$ cat config.mk
export PLATFORM = sky130hd
export DESIGN_NAME = shift_issue_flat
export DESIGN_NICKNAME = d
export VERILOG_FILES = /design/src/rtl/shift_issue_if.sv /design/src/rtl/shift_issue.sv /design/src/flat_wrapper.sv
export SDC_FILE = /design/constraint.sdc
export NUM_CORES = 1
export LEC_CHECK = 0
export ABC_AREA = 1
export CORE_MARGIN = 8
export CORE_UTILIZATION = 30
export CTS_CLUSTER_SIZE = 10
export DETAILED_ROUTE_END_ITERATION = 12
export GPL_ROUTABILITY_DRIVEN = 0
export PLACE_DENSITY = 0.75
export REMOVE_ABC_BUFFERS = 1
export SLEW_MARGIN = 0
export SYNTH_ARGS = -nofsm -noshare
export SYNTH_HDL_FRONTEND = slang
export SYNTH_SLANG_ARGS = --single-unit
$ cat constraint.sdc
create_clock -name clk -period 8.03 [get_ports clk]
set_clock_uncertainty 0.15 [all_clocks]
set_input_delay 0.803 -clock clk [delete_from_list [all_inputs] [get_ports clk]]
set_output_delay 0.803 -clock clk [all_outputs]
set_load 0.02 [all_outputs]
$ cat src/rtl/shift_issue_if.sv
// Issue/retire bundle for shift_issue: request, shifter-core link
// and write-back result, with DUT-side and driver-side views.
interface shift_issue_if;
  logic        in_valid;
  logic        in_ready;
  logic [31:0] in_instr;
  logic [31:0] in_rs_val;
  logic [31:0] in_rt_val;

  logic [31:0] sh_numb;
  logic [4:0]  sh_shift;
  logic [1:0]  sh_mode;
  logic [31:0] sh_result;

  logic        out_valid;
  logic        out_ready;
  logic [31:0] out_result;
  logic [4:0]  out_rd;
  logic        out_illegal;

  modport slave (
    input  in_valid,
    input  in_instr,
    input  in_rs_val,
    input  in_rt_val,
    input  sh_result,
    input  out_ready,
    output in_ready,
    output sh_numb,
    output sh_shift,
    output sh_mode,
    output out_valid,
    output out_result,
    output out_rd,
    output out_illegal
  );

  modport master (
    output in_valid,
    output in_instr,
    output in_rs_val,
    output in_rt_val,
    output sh_result,
    output out_ready,
    input  in_ready,
    input  sh_numb,
    input  sh_shift,
    input  sh_mode,
    input  out_valid,
    input  out_result,
    input  out_rd,
    input  out_illegal
  );
endinterface

$ cat src/rtl/shift_issue.sv
// Two-stage issue/retire wrapper around the MIPS shifter core:
// S1 holds decoded shifter operands, S2 holds the write-back result.
module shift_issue (
  input  logic         clk,
  input  logic         rst,
  shift_issue_if.slave bus
);

  typedef struct packed {
    logic [31:0] numb;
    logic [4:0]  shift;
    logic [1:0]  mode;
    logic [4:0]  rd;
    logic        ill;
  } s1_t;

  s1_t         s1_q;
  s1_t         s1_d;
  s1_t         dec;
  logic        s1_valid_q;
  logic        s1_valid_d;

  logic        s2_valid_q;
  logic        s2_valid_d;
  logic [31:0] res_q;
  logic [31:0] res_d;
  logic [4:0]  rd_q;
  logic [4:0]  rd_d;
  logic        ill_q;
  logic        ill_d;

  logic        accept;
  logic        s1_adv;
  logic        legal;
  logic        rot;
  logic [5:0]  op;
  logic [5:0]  funct;
  logic [4:0]  amt;
  logic [1:0]  mode;
  logic        unused_bits;

  assign op    = bus.in_instr[31:26];
  assign funct = bus.in_instr[5:0];

  assign unused_bits = ^{bus.in_instr[25:22],
                         bus.in_instr[20:16],
                         bus.in_rs_val[31:5]};

  assign s1_adv = s1_valid_q &&
                  (!s2_valid_q || bus.out_ready);
  assign bus.in_ready = !s1_valid_q || s1_adv;
  assign accept = bus.in_valid && bus.in_ready;

  always_comb begin
    legal = 1'b0;
    if (op == 6'h00) begin
      case (funct)
        6'h00, 6'h02, 6'h03,
        6'h04, 6'h06, 6'h07: legal = 1'b1;
        default:             legal = 1'b0;
      endcase
    end
  end

  // rotr keys off rs[0], rotrv off shamt[0]
  always_comb begin
    rot = 1'b0;
    if (funct == 6'h02) rot = bus.in_instr[21];
    if (funct == 6'h06) rot = bus.in_instr[6];
  end

  assign amt = funct[2] ? bus.in_rs_val[4:0]
                        : bus.in_instr[10:6];

  always_comb begin
    mode = 2'b00;
    unique case (1'b1)
      funct[1:0] == 2'b11: mode = 2'b10;
      funct[1:0] == 2'b10: mode = rot ? 2'b11 : 2'b01;
      default:             mode = 2'b00;
    endcase
  end

  always_comb begin
    dec = '0;
    dec.rd = bus.in_instr[15:11];
    if (legal) begin
      dec.numb  = bus.in_rt_val;
      dec.shift = amt;
      dec.mode  = mode;
    end else begin
      dec.ill = 1'b1;
    end
  end

  // S1 clears when it drains so the core sees zeros while idle
  always_comb begin
    s1_d       = s1_q;
    s1_valid_d = s1_valid_q;
    if (accept) begin
      s1_d       = dec;
      s1_valid_d = 1'b1;
    end else if (s1_adv) begin
      s1_d       = '0;
      s1_valid_d = 1'b0;
    end
  end

  always_comb begin
    s2_valid_d = s2_valid_q;
    res_d      = res_q;
    rd_d       = rd_q;
    ill_d      = ill_q;
    if (s1_adv) begin
      s2_valid_d = 1'b1;
      res_d      = s1_q.ill ? 32'h0 : bus.sh_result;
      rd_d       = s1_q.rd;
      ill_d      = s1_q.ill;
    end else if (bus.out_ready) begin
      s2_valid_d = 1'b0;
    end
  end

  always_ff @(posedge clk or posedge rst) begin
    if (rst) begin
      s1_q       <= '0;
      s1_valid_q <= 1'b0;
      s2_valid_q <= 1'b0;
      res_q      <= '0;
      rd_q       <= '0;
      ill_q      <= 1'b0;
    end else begin
      s1_q       <= s1_d;
      s1_valid_q <= s1_valid_d;
      s2_valid_q <= s2_valid_d;
      res_q      <= res_d;
      rd_q       <= rd_d;
      ill_q      <= ill_d;
    end
  end

  assign bus.sh_numb     = s1_q.numb;
  assign bus.sh_shift    = s1_q.shift;
  assign bus.sh_mode     = s1_q.mode;
  assign bus.out_valid   = s2_valid_q;
  assign bus.out_result  = res_q;
  assign bus.out_rd      = rd_q;
  assign bus.out_illegal = ill_q;

endmodule

$ cat src/flat_wrapper.sv
// flat-port wrapper written by rule: the top's interface ports become plain ports
module shift_issue_flat 
  (clk, rst, bus_in_valid, bus_in_instr, bus_in_rs_val, bus_in_rt_val, bus_sh_result, bus_out_ready, bus_in_ready, bus_sh_numb, bus_sh_shift, bus_sh_mode, bus_out_valid, bus_out_result, bus_out_rd, bus_out_illegal);
  shift_issue_if bus_i ();
  input  logic clk;
  input  logic rst;
  input wire logic [$bits(bus_i.in_valid)-1:0] bus_in_valid;
  input wire logic [$bits(bus_i.in_instr)-1:0] bus_in_instr;
  input wire logic [$bits(bus_i.in_rs_val)-1:0] bus_in_rs_val;
  input wire logic [$bits(bus_i.in_rt_val)-1:0] bus_in_rt_val;
  input wire logic [$bits(bus_i.sh_result)-1:0] bus_sh_result;
  input wire logic [$bits(bus_i.out_ready)-1:0] bus_out_ready;
  output wire logic [$bits(bus_i.in_ready)-1:0] bus_in_ready;
  output wire logic [$bits(bus_i.sh_numb)-1:0] bus_sh_numb;
  output wire logic [$bits(bus_i.sh_shift)-1:0] bus_sh_shift;
  output wire logic [$bits(bus_i.sh_mode)-1:0] bus_sh_mode;
  output wire logic [$bits(bus_i.out_valid)-1:0] bus_out_valid;
  output wire logic [$bits(bus_i.out_result)-1:0] bus_out_result;
  output wire logic [$bits(bus_i.out_rd)-1:0] bus_out_rd;
  output wire logic [$bits(bus_i.out_illegal)-1:0] bus_out_illegal;
  assign bus_i.in_valid = bus_in_valid;
  assign bus_i.in_instr = bus_in_instr;
  assign bus_i.in_rs_val = bus_in_rs_val;
  assign bus_i.in_rt_val = bus_in_rt_val;
  assign bus_i.sh_result = bus_sh_result;
  assign bus_i.out_ready = bus_out_ready;
  assign bus_in_ready = bus_i.in_ready;
  assign bus_sh_numb = bus_i.sh_numb;
  assign bus_sh_shift = bus_i.sh_shift;
  assign bus_sh_mode = bus_i.sh_mode;
  assign bus_out_valid = bus_i.out_valid;
  assign bus_out_result = bus_i.out_result;
  assign bus_out_rd = bus_i.out_rd;
  assign bus_out_illegal = bus_i.out_illegal;
  shift_issue u_core (.clk(clk), .rst(rst), .bus(bus_i));
endmodule
==> flow_summary.yaml <==
outcome:
  status: "complete, no violations"
grt:
  antenna_found_initial: 0
  grt_usage_pct: 12.8
  global_route.usage.met3_pct: 7.32
  busiest_layer: "met2"
  grt_pass1_vias: 3122
  grt_util_met1_pct: 14.2
  grt-ovfl-total: 0
  grt_max_degree: 85
  grt_pass1_wl_um: 16400
  grt_use_met2_pct: 20.3
die:
  die_area_mm2: 0.0162
  ios: 211
  row_count: 40
  start_util_pct: 30.9
  die_h_um: 127
  dieWidth_um: 127
  core_area_mm2: 0.0121
critical_path:
  critical_path_arrival_ps: 3170
  cp-end-kind: "register"
  critical_path_class: "input port to register"
  critPathLaunchType: "input port"
  crit_path_max_fanout: 47
  worstPathRequired_ps: 8130
clock_network:
  cts-buffers-inserted: 9
  cts_tree: "built"
  cts.sinks: 85
  ctsResizeCount: 0
  post_cts.repair.setup_buffers: 0
  cts.path.max_buffers: 2
  ctsHoldBuffers: 0
  h-tree-depth: 3
  cts-root-buf: "clkbuf_16"
  clk_pin_slew_ps: 60
  clock_latency_ps: 330
yosys:
  syn_inst: 370
  muxShareOfSynthArea_pct: 0
  synth_xor_area_share_pct: 0
  ys_types: 18
  synth_fa_ha_area_share_pct: 0
  synth_area_per_cell_um2: 10.1
  ys_ff_latch: 85
  synth-edff-count: 0
  synth_area_leaders: "dfrtp_1 57%, nand2_1 9.9%, buf_4 9.1%"
  synth_compound_area_share_pct: 16.2
  synth_ff_type: "dfrtp_1"
  synth-seq-area-share_pct: 57.2
  synth_top_area_share_pct: 57.2
  syn_area_mm2: 0.00372
  synth_common_cells: "98 x nand2_1, 85 x dfrtp_1, 45 x buf_4"
  synthArstFlopShare_pct: 100
  ys_warn_count: 0
  yosys.area.top_type: "dfrtp_1"
  synth.most_common_cell: "nand2_1"
  synth_top_family_by_area: "compound AO/OA/AOI/OAI gates"
  yosys.area_share.simple_pct: 12.8
drt:
  first_pass_iters: 4
  wl_per_cell_um: 15.4
  finalWirelength_um: 10300
  postRouteAntennaNets: 0
  via_per_inst: 4.42
  via_count: 2959
  drt_iter0_drc: 145
  drcViolationCount: 0
sta:
  clock.fmax_ghz: 0.326
  holdWs_ps: 335
  drv_slew: 0
  setup-violations-final: 0
  layout_setup_ws_ps: 4960
  period_needed_ps: 3070
  final.setup.tns_ps: 0
  worst-slew-pin-transition_ps: 1040
  hold_violations: 0
  rsz0062_at_grt: "false"
  finalCritPeriodShare_pct: 38.2
  maxSlewHeadroom_pct: 30.4
placement:
  place_ws_ps: 4550
  place_area_mm2: 0.00525
  dp_hpwl_um: 7440
  io_buffers: 174
finish:
  finish.utilization_pct: 46.3
  design_area_mm2: 0.00558
  area_growth_pct: 50.1
  insertedDiodeCount: 0
  drive_gt1_share_pct: 8.37
  nFillCells: 1103
  fin_nets: 629
power:
  ir_drop_v: 0.000120
  seqPwrFrac_pct: 40.8
  powerDensity_mw_per_mm2: 214
  clkPwrFrac_pct: 38.1
  pwr-share-comb_pct: 21.1
  cellLeakagePower_nw: 2.43
  sw_frac_of_total_pct: 26.0
  switchingPower_mw: 0.310
  p_int_mw: 0.883
worst_hold_path:
  hp-class: "register to register"
job:
  cap_violations: 0
## sequential cells by signal, indices dropped and copies added (netlist names)
name                    cells
u_core.bus.out_result      32
u_core.bus.sh_numb         32
u_core.s1_q                 6
u_core.bus.out_rd           5
u_core.bus.sh_shift         5
u_core.bus.sh_mode          2
u_core.bus.out_illegal      1
u_core.bus.out_valid        1
u_core.s1_valid_q           1
## per-layer routing
| metal | vias up | wire, um | part of all wire (%) |
|---|---|---|---|
| li1 | 1421 | - | - |
| met1 | 1395 | 4240 | 41 |
| met2 | 130 | 4700 | 46 |
| met3 | 13 | 1220 | 12 |
| met4 | 0 | 146 | 1.4 |
| met5 | - | 0 | 0 |
## placed cells by master, fill, tap and decap left out
cell type        instances
a22o_1                  32
buf_4                    2
bufinv_16                2
clkbuf_16                9
clkbuf_8                 2
clkdlybuf4s50_1        174
clkinv_2                 1
clkinvlp_4               3
dfrtp_1                 85
inv_1                   15
inv_2                    3
nand2_1                 98
nand2_2                  9
nand3_1                  2
nand3_2                  1
nor2_1                   6
nor2_4                   1
o21a_1                   2
o21ai_0                 39
o21ai_1                  7
o21ai_2                  9
## metrics by stage
step	power, mW	std cells
2_1_floorplan	0.604	310
3_5_place_dp	0.750	654
3_3_place_gp	0.744	654
4_1_cts	1.22	670
5_1_grt	1.25	670
6_report	1.19	670
## cells by family after synthesis
kind of cell / after synthesis
and+or+nand+nor: 117
AOI/OAI and AO/OA: 89
DFF: 85
buffers and inverters: 79
## final cells by class
class / count / area [um^2] / share of cell area (%)
clock inverter: 5 / 82.6 / 1.48
timing repair buffer: 176 / 1760 / 31.5
tap: 168 / 210 / 3.76
clock buffer: 11 / 253 / 4.53
inverter: 19 / 72.6 / 1.30
sequential: 85 / 2130 / 38.1
multi-input combinational: 206 / 1080 / 19.4
## critical path, stage by stage
cell and delay (ps):
clkdlybuf4s50_1 400, inv_1 80, nand2_1 80, nand2_2 660, o21ai_2 280, inv_2 640
nand2_1 90, o21ai_0 120
## worst paths after layout
check	startpoint	endpoint	slack, ps	cells after the start
min in group asynchronous	rst	u_core.bus.out_result[1]	480	2
worst min-delay path	u_core.bus.sh_numb[25]	u_core.bus.sh_numb[25]	330	2
worst max register to register	u_core.bus.out_valid	u_core.bus.sh_numb[27]	5510	6
worst max-delay path	bus_out_ready	u_core.bus.sh_numb[27]	4960	8
max in group asynchronous	rst	u_core.bus.sh_numb[26]	6060	3
worst min register to register	u_core.bus.sh_numb[25]	u_core.bus.sh_numb[25]	330	2
## power by group through the flow
stage / Clock (mW) / Combinational [mW] / Sequential [mW]
after floorplan: 0 / 0.0691 / 0.535
after global placement: 0 / 0.251 / 0.493
after detailed placement: 0 / 0.255 / 0.495
after CTS: 0.473 / 0.257 / 0.487
after global routing: 0.485 / 0.271 / 0.491
final: 0.454 / 0.252 / 0.487
Power figures use the tool's default switching activity.
